File: src/rtl/rr_arbiter4_if.sv
// Request/grant bundle between the requesters and the round-robin arbiter.
// The master side drives the requests and the release strobe. The slave side
// (the arbiter) returns the registered grant, its encoded owner and the
// timeout pulse.
interface rr_arbiter4_if;
   logic [3:0] req;
   logic       done;
   logic [3:0] gnt;
   logic [2:0] gnt_code;
   logic       timeout;

   modport master (
      output req,
      output done,
      input  gnt,
      input  gnt_code,
      input  timeout
   );

   modport slave (
      input  req,
      input  done,
      output gnt,
      output gnt_code,
      output timeout
   );
endinterface : rr_arbiter4_if

File: src/rtl/rr_arbiter4.sv
// Four-way round-robin arbiter with a bounded hold time.
// A grant lasts until the owner signals done, drops its request, or has held
// the resource for MAX_HOLD cycles. Every grant is followed by one idle cycle.
// The search pointer advances past the owner only when the grant is released.
module rr_arbiter4 #(
   parameter int unsigned MAX_HOLD = 8
) (
   input  logic          clk,
   input  logic          rst,
   rr_arbiter4_if.slave  bus
);

   typedef enum logic {
      IDLE = 1'b0,
      BUSY = 1'b1
   } state_t;

   // The hold count on the last cycle a single owner may keep the grant.
   localparam logic [3:0] HOLD_LAST = 4'(MAX_HOLD - 1);

   state_t     state, state_nx;
   logic [3:0] gnt_q, gnt_nx;
   logic [2:0] code_q, code_nx;
   logic       timeout_q, timeout_nx;
   logic [1:0] ptr_q, ptr_nx;
   logic [3:0] hold_q, hold_nx;

   logic [1:0] win_idx;
   logic [1:0] owner;
   logic       rel_done, rel_drop, rel_limit, release_now;

   assign owner = code_q[1:0];

   // Winner search: first set request at or after ptr, wrapping modulo 4.
   always_comb begin
      win_idx = ptr_q;
      // Scan from the farthest offset down, so the nearest requester wins.
      for (int i = 3; i >= 0; i--) begin
         if (bus.req[ptr_q + 2'(i)]) begin
            win_idx = ptr_q + 2'(i);
         end
      end
   end

   // Release conditions for the current owner. These only act while BUSY.
   always_comb begin
      rel_done    = bus.done;
      rel_drop    = !bus.req[owner];
      rel_limit   = (hold_q == HOLD_LAST);
      release_now = rel_done || rel_drop || rel_limit;
   end

   // Next-state and next-output logic.
   always_comb begin
      // NOTE: every signal gets a default first, so no path can leave one
      // unassigned. An unassigned path would infer a latch.
      state_nx   = state;
      gnt_nx     = gnt_q;
      code_nx    = code_q;
      timeout_nx = 1'b0;
      ptr_nx     = ptr_q;
      hold_nx    = hold_q;

      unique case (state)
         IDLE: begin
            if (bus.req != 4'b0000) begin
               state_nx = BUSY;
               gnt_nx   = 4'b0001 << win_idx;
               code_nx  = {1'b1, win_idx};
               hold_nx  = 4'd0;
            end
         end
         BUSY: begin
            if (release_now) begin
               state_nx   = IDLE;
               gnt_nx     = 4'b0000;
               code_nx    = 3'b000;
               ptr_nx     = owner + 2'd1;
               hold_nx    = 4'd0;
               // The timeout pulse marks only a release forced by the hold limit.
               timeout_nx = rel_limit && !rel_done && !rel_drop;
            end else begin
               hold_nx = hold_q + 4'd1;
            end
         end
         default: begin
            state_nx = IDLE;
         end
      endcase
   end

   // State and output registers, with synchronous reset.
   always_ff @(posedge clk) begin
      // NOTE: non-blocking assignments here, so every register samples the
      // values from before the edge, independent of statement order.
      if (rst) begin
         state     <= IDLE;
         gnt_q     <= 4'b0000;
         code_q    <= 3'b000;
         timeout_q <= 1'b0;
         ptr_q     <= 2'd0;
         hold_q    <= 4'd0;
      end else begin
         state     <= state_nx;
         gnt_q     <= gnt_nx;
         code_q    <= code_nx;
         timeout_q <= timeout_nx;
         ptr_q     <= ptr_nx;
         hold_q    <= hold_nx;
      end
   end

   assign bus.gnt      = gnt_q;
   assign bus.gnt_code = code_q;
   assign bus.timeout  = timeout_q;

endmodule : rr_arbiter4

File: src/flat_wrapper.sv
// flat-port wrapper written by rule: the top's interface ports become plain ports
module rr_arbiter4_flat 
#(
   parameter int unsigned MAX_HOLD = 8
)
  (clk, rst, bus_req, bus_done, bus_gnt, bus_gnt_code, bus_timeout);
  rr_arbiter4_if bus_i ();
  input  logic clk;
  input  logic rst;
  input wire logic [$bits(bus_i.req)-1:0] bus_req;
  input wire logic [$bits(bus_i.done)-1:0] bus_done;
  output wire logic [$bits(bus_i.gnt)-1:0] bus_gnt;
  output wire logic [$bits(bus_i.gnt_code)-1:0] bus_gnt_code;
  output wire logic [$bits(bus_i.timeout)-1:0] bus_timeout;
  assign bus_i.req = bus_req;
  assign bus_i.done = bus_done;
  assign bus_gnt = bus_i.gnt;
  assign bus_gnt_code = bus_i.gnt_code;
  assign bus_timeout = bus_i.timeout;
  rr_arbiter4 #(.MAX_HOLD(MAX_HOLD)) u_core (.clk(clk), .rst(rst), .bus(bus_i));
endmodule
File: config.mk
export PLATFORM = sky130hd
export DESIGN_NAME = rr_arbiter4_flat
export DESIGN_NICKNAME = d
export VERILOG_FILES = /design/src/rtl/rr_arbiter4_if.sv /design/src/rtl/rr_arbiter4.sv /design/src/flat_wrapper.sv
export SDC_FILE = /design/constraint.sdc
export NUM_CORES = 1
export LEC_CHECK = 0
export CORE_UTILIZATION = 45
export DETAILED_ROUTE_END_ITERATION = 16
export HOLD_SLACK_MARGIN = 0.03
export PLACE_DENSITY = 0.7
export SYNTH_ARGS = -nofsm -noshare
export SYNTH_HDL_FRONTEND = slang
export SYNTH_SLANG_ARGS = --single-unit
export TNS_END_PERCENT = 30
File: constraint.sdc
create_clock -name clk -period 2.1 [get_ports clk]
set_input_delay 0.315 -clock clk [delete_from_list [all_inputs] [get_ports clk]]
set_output_delay 0.315 -clock clk [all_outputs]
set_load 0.01 [all_outputs]
==> impl_results.md <==
- Max Clock Skew: 0.003613 ns
- Critical path peak fanout: 8
- PwrDens: 615.4 nW/um^2
- Hold Path Class: flop to flop
- WL per Instance: 13.91 um
- Sequential fraction of the synthesis area: around a third
- Hold Path Stages: 2
- Max_slew headroom: between 50% and 60%
- Register area: 300.3 um^2
- Critical path startpoint category: input pin
- Seq cells post-synth: 15
- Rows: 15
- 1st-iter DRT viols: 23
- PortBufs: 14
- Clk slew on worst S/H paths: ~0.090 ns
- Leakage: about 0.39 nW
- Post-DP Area: around 1000 um^2
- Crit path capture type: flop
- Post-synth EDFFs: 0
- Critical path arrival: between 2 and 2.5 ns
- Final Setup Violations: 0
- Status: finished, final reports clean
- Top-area cell type share of the netlist area: 34.24%
- H-tree level count: 1
- MaxCap Viol Count: 0
- Vias in the first global route: a little under 700
- Clk root buf: clkbuf_4
- Clock Sinks: 15
- Pre-antenna DRT Iters: 4
- Core Footprint: ~1800 um^2
- Global-route wire length before repair: a little over 3000 um
- Number of buffers created by CTS: 3
- CTS Hold Bufs: 0
- R2R Path Start: u_core.bus.gnt_code[1]
- Die footprint: approximately 2100 um^2
- Antenna cells: 0
- Post-synth top area cell: dfxtp_1
- Peak supply drop: approximately 0.49 mV
- Hold Fails Final Rpt: 0
- RePlAce Congestion: 0.8223
- Synth cell count leaders: dfxtp_1, inv_1, a21oi_1, nor2_1, nor3_1
- Hpwl dp: ~1500 um
- Overflow after GRT: 0
- Top_reg_cell synth: dfxtp_1
- CP Class: input pin to flop
- Post-Layout Cell Count: between 100 and 150
- CP required: ~2.3 ns
- Ys async rst share: 0%
- # IOs: 15
- Worst-case hold path end point: u_core.bus.gnt[2]
- Crit path buf inv count: 1
- Multi-input gate area: ~500 um^2
- Largest net degree at the start of global routing: 17
- Synth cell types: 46
- Layout cells sized above 1: between 10 and 15%
- Synthesized Nets: 110
- CP cell instances: clkdlybuf4s50_1, or4_1, nor3_2, a41oi_2, o22ai_1
- Final period util: 88.01%
- RR Endpoint: u_core.bus.gnt_code[1]
- Area delta synth->final: 22.82%
- Vias per cell: around 5.8
- Post-CTS sizing: 0
- Vias: 834
- RSZ-0062 raised after global routing: no
- Initial Util: about half
- Fin. max-slew vios: 0
- CTS tree: built
- Top cells by area, synth: dfxtp_1, inv_1, a21oi_1
- Die height: 46.15 um
- Clock Latency Late Sink: 0.29 ns
- Fillcell total: 163
- Top-count cell post-synth: dfxtp_1
- Mean Syn Cell Area: 8.599 um^2
- Synthesized area: 877.1 um^2
- Max stage delay on crit path: about 0.67 ns
- Worst reg2reg path depth: 4
- Post-DRT Antenna Nets: 0
- GRT Total Usage: a little over a fifth
- CP max-delay cell: or4_1
- Hold_sp: u_core.bus.gnt[2]
- Residual DRC count: 0
- Peak Freq: between 500 and 600 MHz
- Antenna violations before repair: 0
- # nets final: approximately 130
- Critical path's top delay family: simple AND/OR/NAND/NOR gates
- DP Cell Count: 140
- Die width: 46.15 um
- WL final: 2003 um
- Cell count after synthesis: 102
- R2r setup slk: 0.47 ns
- Minimum clock period: ~1.8 ns
- Synth Warn #: 0
- Worst slew pin tran: ~0.6 ns
- Cell area after layout: about 1100 um^2
- Post-CTS Setup Inserts: 0
- Clock Tree Buf Depth: 2
per-stage QoR:
step                hold slack [ns]  TNS [ns]  power, mW  utilization, %  worst slack [ns]
global placement             0.4493  -0.04666     0.4921           58.88          -0.02600
global route                 0.4927         0     0.6976           60.42            0.1958
detailed placement           0.4538   -0.1549     0.4944           58.88          -0.05748
floorplan                    0.4444         0     0.4341               -            0.5946
finish                       0.4622         0     0.6629           60.42            0.2518
CTS                          0.4664         0     0.6647           60.42            0.2519
flip-flops by register name (all words and copies together) (netlist names):
| name | flops |
|---|---|
| u_core.ptr_q | 2 |
| u_core.state | 1 |
| u_core.bus.timeout | 1 |
| u_core.bus.gnt | 4 |
| u_core.bus.gnt_code | 3 |
| u_core.hold_q | 4 |
kinds of logic after synthesis:
| kind of cell | Yosys count | synth area share, % |
|---|---|---|
| buffers and inverters | 16 | 7.988 |
| DFF | 15 | 34.24 |
| xor gates and xnor gates | 1 | 0.9988 |
| muxes | 2 | 2.283 |
| and+or+nand+nor | 33 | 21.54 |
| AOI/OAI and AO/OA | 34 | 31.53 |
| adders and majority gates | 1 | 1.426 |
placed cells by master, fill, tap and decap left out, types with 2 or more instances in the layout:
cell / count
clkbuf_4: 3
or2_2: 2
inv_1: 11
o21ai_0: 2
clkdlybuf4s50_1: 14
o31ai_1: 2
dfxtp_1: 15
nor3_1: 5
buf_4: 4
mux2i_1: 2
nor2b_1: 3
a21oi_1: 8
o32ai_2: 2
o32ai_1: 2
nand2_1: 4
o22ai_1: 2
o21a_1: 2
nor2_1: 7
o211ai_1: 2
power by group:
part	leakage (nW)	switching [mW]	internal, mW	total (mW)
Clock	0.0177	0.102	0.0710	0.173
Sequential	0.123	0.0301	0.304	0.334
Combinational	0.250	0.0769	0.0796	0.157
metal layers:
| layer | GRT usage (%) | vias up | routed length [um] |
|---|---|---|---|
| li1 | - | 416 | - |
| met1 | 29.93 | 395 | 1036 |
| met2 | 29.30 | 18 | 852 |
| met3 | 3.137 | 5 | 72 |
| met4 | 11.76 | 0 | 41 |
| met5 | 0 | - | 0 |
worst reg2reg max path, stage by stage (launching register included):
cell and delay (ns):
dfxtp_1 0.46, mux2i_1 0.32, o22ai_2 0.18, a41oi_2 0.39, o32ai_1 0.15
final cells by class:
cell class                 count  area share, %
multi-input combinational     71          47.04
sequential                    15          27.87
timing repair buffer          18          15.80
inverter                      11          3.833
tap                           25          2.904
clock buffer                   3          2.091
clock inverter                 1         0.4646
worst max-delay path by stage:
stage                             endpoint  slack, ns  depth (start not counted)       start
global route             u_core.bus.gnt[0]       0.20                          5  bus_req[3]
detailed placement       u_core.bus.gnt[0]      -0.06                          5  bus_req[3]
CTS                      u_core.bus.gnt[0]       0.25                          5  bus_req[3]
finish                   u_core.bus.gnt[0]       0.25                          5  bus_req[3]
global placement         u_core.bus.gnt[1]      -0.03                          5  bus_req[3]
floorplan           u_core.bus.gnt_code[0]       0.59                          5  bus_req[0]
(Power assumes the default switching activity.)
==> patch, RTL diff (config.mk and constraints unchanged) <==
Make the reset (`rst`) asynchronous in one clocked block. Comments in the files are not updated.
--- a/src/rtl/rr_arbiter4.sv
+++ b/src/rtl/rr_arbiter4.sv
@@ -90,7 +90,7 @@
    end
 
    // State and output registers, with synchronous reset.
-   always_ff @(posedge clk) begin
+   always_ff @(posedge clk or posedge rst) begin
       // NOTE: non-blocking assignments here, so every register samples the
       // values from before the edge, independent of statement order.
       if (rst) begin
Function: differs if rst is asserted again (counterexample within 4 cycles, from zero or initial values and one cycle with rst high); with rst held inactive, the same outputs for 10 cycles.
==> patch against the original RTL <==
Synthesized cell count down 28%; critical path type is now reg2out; wire length decreased by 15%; final area fell by 6.3%; via count decreased by 23%; setup slack better by 160 ps; sequential cell count did not move; worst hold slack got worse by 100 ps; die area is 6.8% lower; sequential share of layout area grew 9.3 points; synthesized area fell by 7.1%.
Power is not compared: it rests on default switching activity, and its combinational part moved more than twofold at a synthesized area within 25%.
==> patch: results (changes against the original RTL) <==
- Outcome: finished clean
- Commonest cells in the netlist: dfrtp_1, inv_1, nor2_1
- Worst Path Max Fanout: 5 (-3)
- CP max-delay cell: clkdlybuf4s50_1
- Share of layout cells above drive strength 1: 12.2% (-2.1 points)
- GPL Wtd Cong: 0.704 (-14%)
- Non-Filler Instances: 115 (-20%)
- Critical path's largest stage delay: 590 ps (-80 ps)
- First-pass GRT wire length: 2870 um (-7.1%)
- CP top delay family: buffers and inverters
- Clock Path Buffers: 2 (unchanged)
- DP Wirelength: 1240 um (-16%)
- Skew final: 0.880 ps (-2.73 ps)
- Netlist cell types: 33 (-28%)
- Syn. warnings: 0 (unchanged)
- Post-synth ARST share: 100% (+100 points)
- Wirelength per Cell: 14.9 um (+6.8%)
- Largest net degree at the start of global routing: 16 (-1)
- Syn Nets: 81 (-26%)
- Fillers: 158 (-3.1%)
- Sequential fraction of the synthesis area: 46.1% (+12 points)
- Layout net count: 99 (-23%)
- Placed cells: 111 (-21%)
- WP data arrival: 1370 ps (-700 ps)
- Via density: 5.57 (-3.9%)
- Total GRT Usage: 20.2% (-0.67 points)
- Synth area leaders: dfrtp_1, a32o_1, mux2i_1, a22o_1, o21ai_4
- Iter 0 DRT Violations: 16 (-30%)
- Vias in the first global route: 611 (-12%)
- Worst-Margin Slew: 567 ps (-35.1 ps)
-- patch: changes by cell type after synthesis, sizes merged, moves of 5 or more --
cell	before	now
inv	11	5
dfrtp	0	15
dfxtp	15	0
a21oi	8	2
nor3	6	1
-- patch: path summary, 6_finish.rpt --
check,startpoint,endpoint,slack (ps),depth (start not counted)
max,u_core.bus.gnt_code[1],bus_gnt_code[1],410,1
min,rst,u_core.bus.gnt[1],360,2
max reg2reg,u_core.bus.gnt_code[1],u_core.hold_q[3],560,4
min in group clk,u_core.bus.gnt[3],u_core.bus.gnt[3],510,1
min reg2reg,u_core.bus.gnt[3],u_core.bus.gnt[3],510,1
max in group asynchronous,rst,u_core.ptr_q[1],1370,2
-- patch: layout make-up --
cell class	instances	area (sq um)	area share, %
multi-input cells	52	417	41.3
clock buffers	3	22.5	2.23
repair buffers	14	140	13.9
clock inverters	1	5.00	0.496
well taps	25	31.3	3.10
flip-flops and latches	15	375	37.2
inverters	5	18.8	1.86
-- patch: cells by family (layout without fill, tap and decap cells) --
| family | after synthesis | after routing | synth area share (%) |
|---|---|---|---|
| XOR/XNOR | 1 | 1 | 1.08 |
| multiplexers | 5 | 5 | 6.30 |
| adder cells (fa/ha/maj) | 1 | 1 | 1.54 |
| AO/OA/AOI/OAI | 26 | 26 | 28.7 |
| AND/OR/NAND/NOR | 19 | 19 | 13.5 |
| flip-flops | 15 | 15 | 46.1 |
| buffers and inverters | 6 | 23 | 2.76 |
-- patch: power by group --
part / total [W] / switching (W) / internal, W
clock network: 0.000176 / 0.000105 / 0.0000710
logic: 0.000542 / 0.000249 / 0.000293
registers: 0.000496 / 0.000114 / 0.000382
total: 0.00121 / 0.000468 / 0.000746
-- patch: per-layer routing --
layer / routed length [um] / vias up / global-route usage (%)
met2: 756 / 15 / 31.2
li1: - / 312 / -
met5: 0 / - / 0
met4: 21 / 0 / 9.09
met3: 62 / 4 / 3.67
met1: 869 / 309 / 27.6
-- patch: through the flow --
step | power (W) | util (%) | instance area, sq um
after floorplan | 0.000835 | - | 815
final | 0.00121 | 59.1 | 1010
after global placement | 0.00103 | 57.5 | 982
after CTS | 0.00122 | 59.1 | 1010
after detailed placement | 0.00104 | 57.5 | 982
after global routing | 0.00129 | 59.1 | 1010
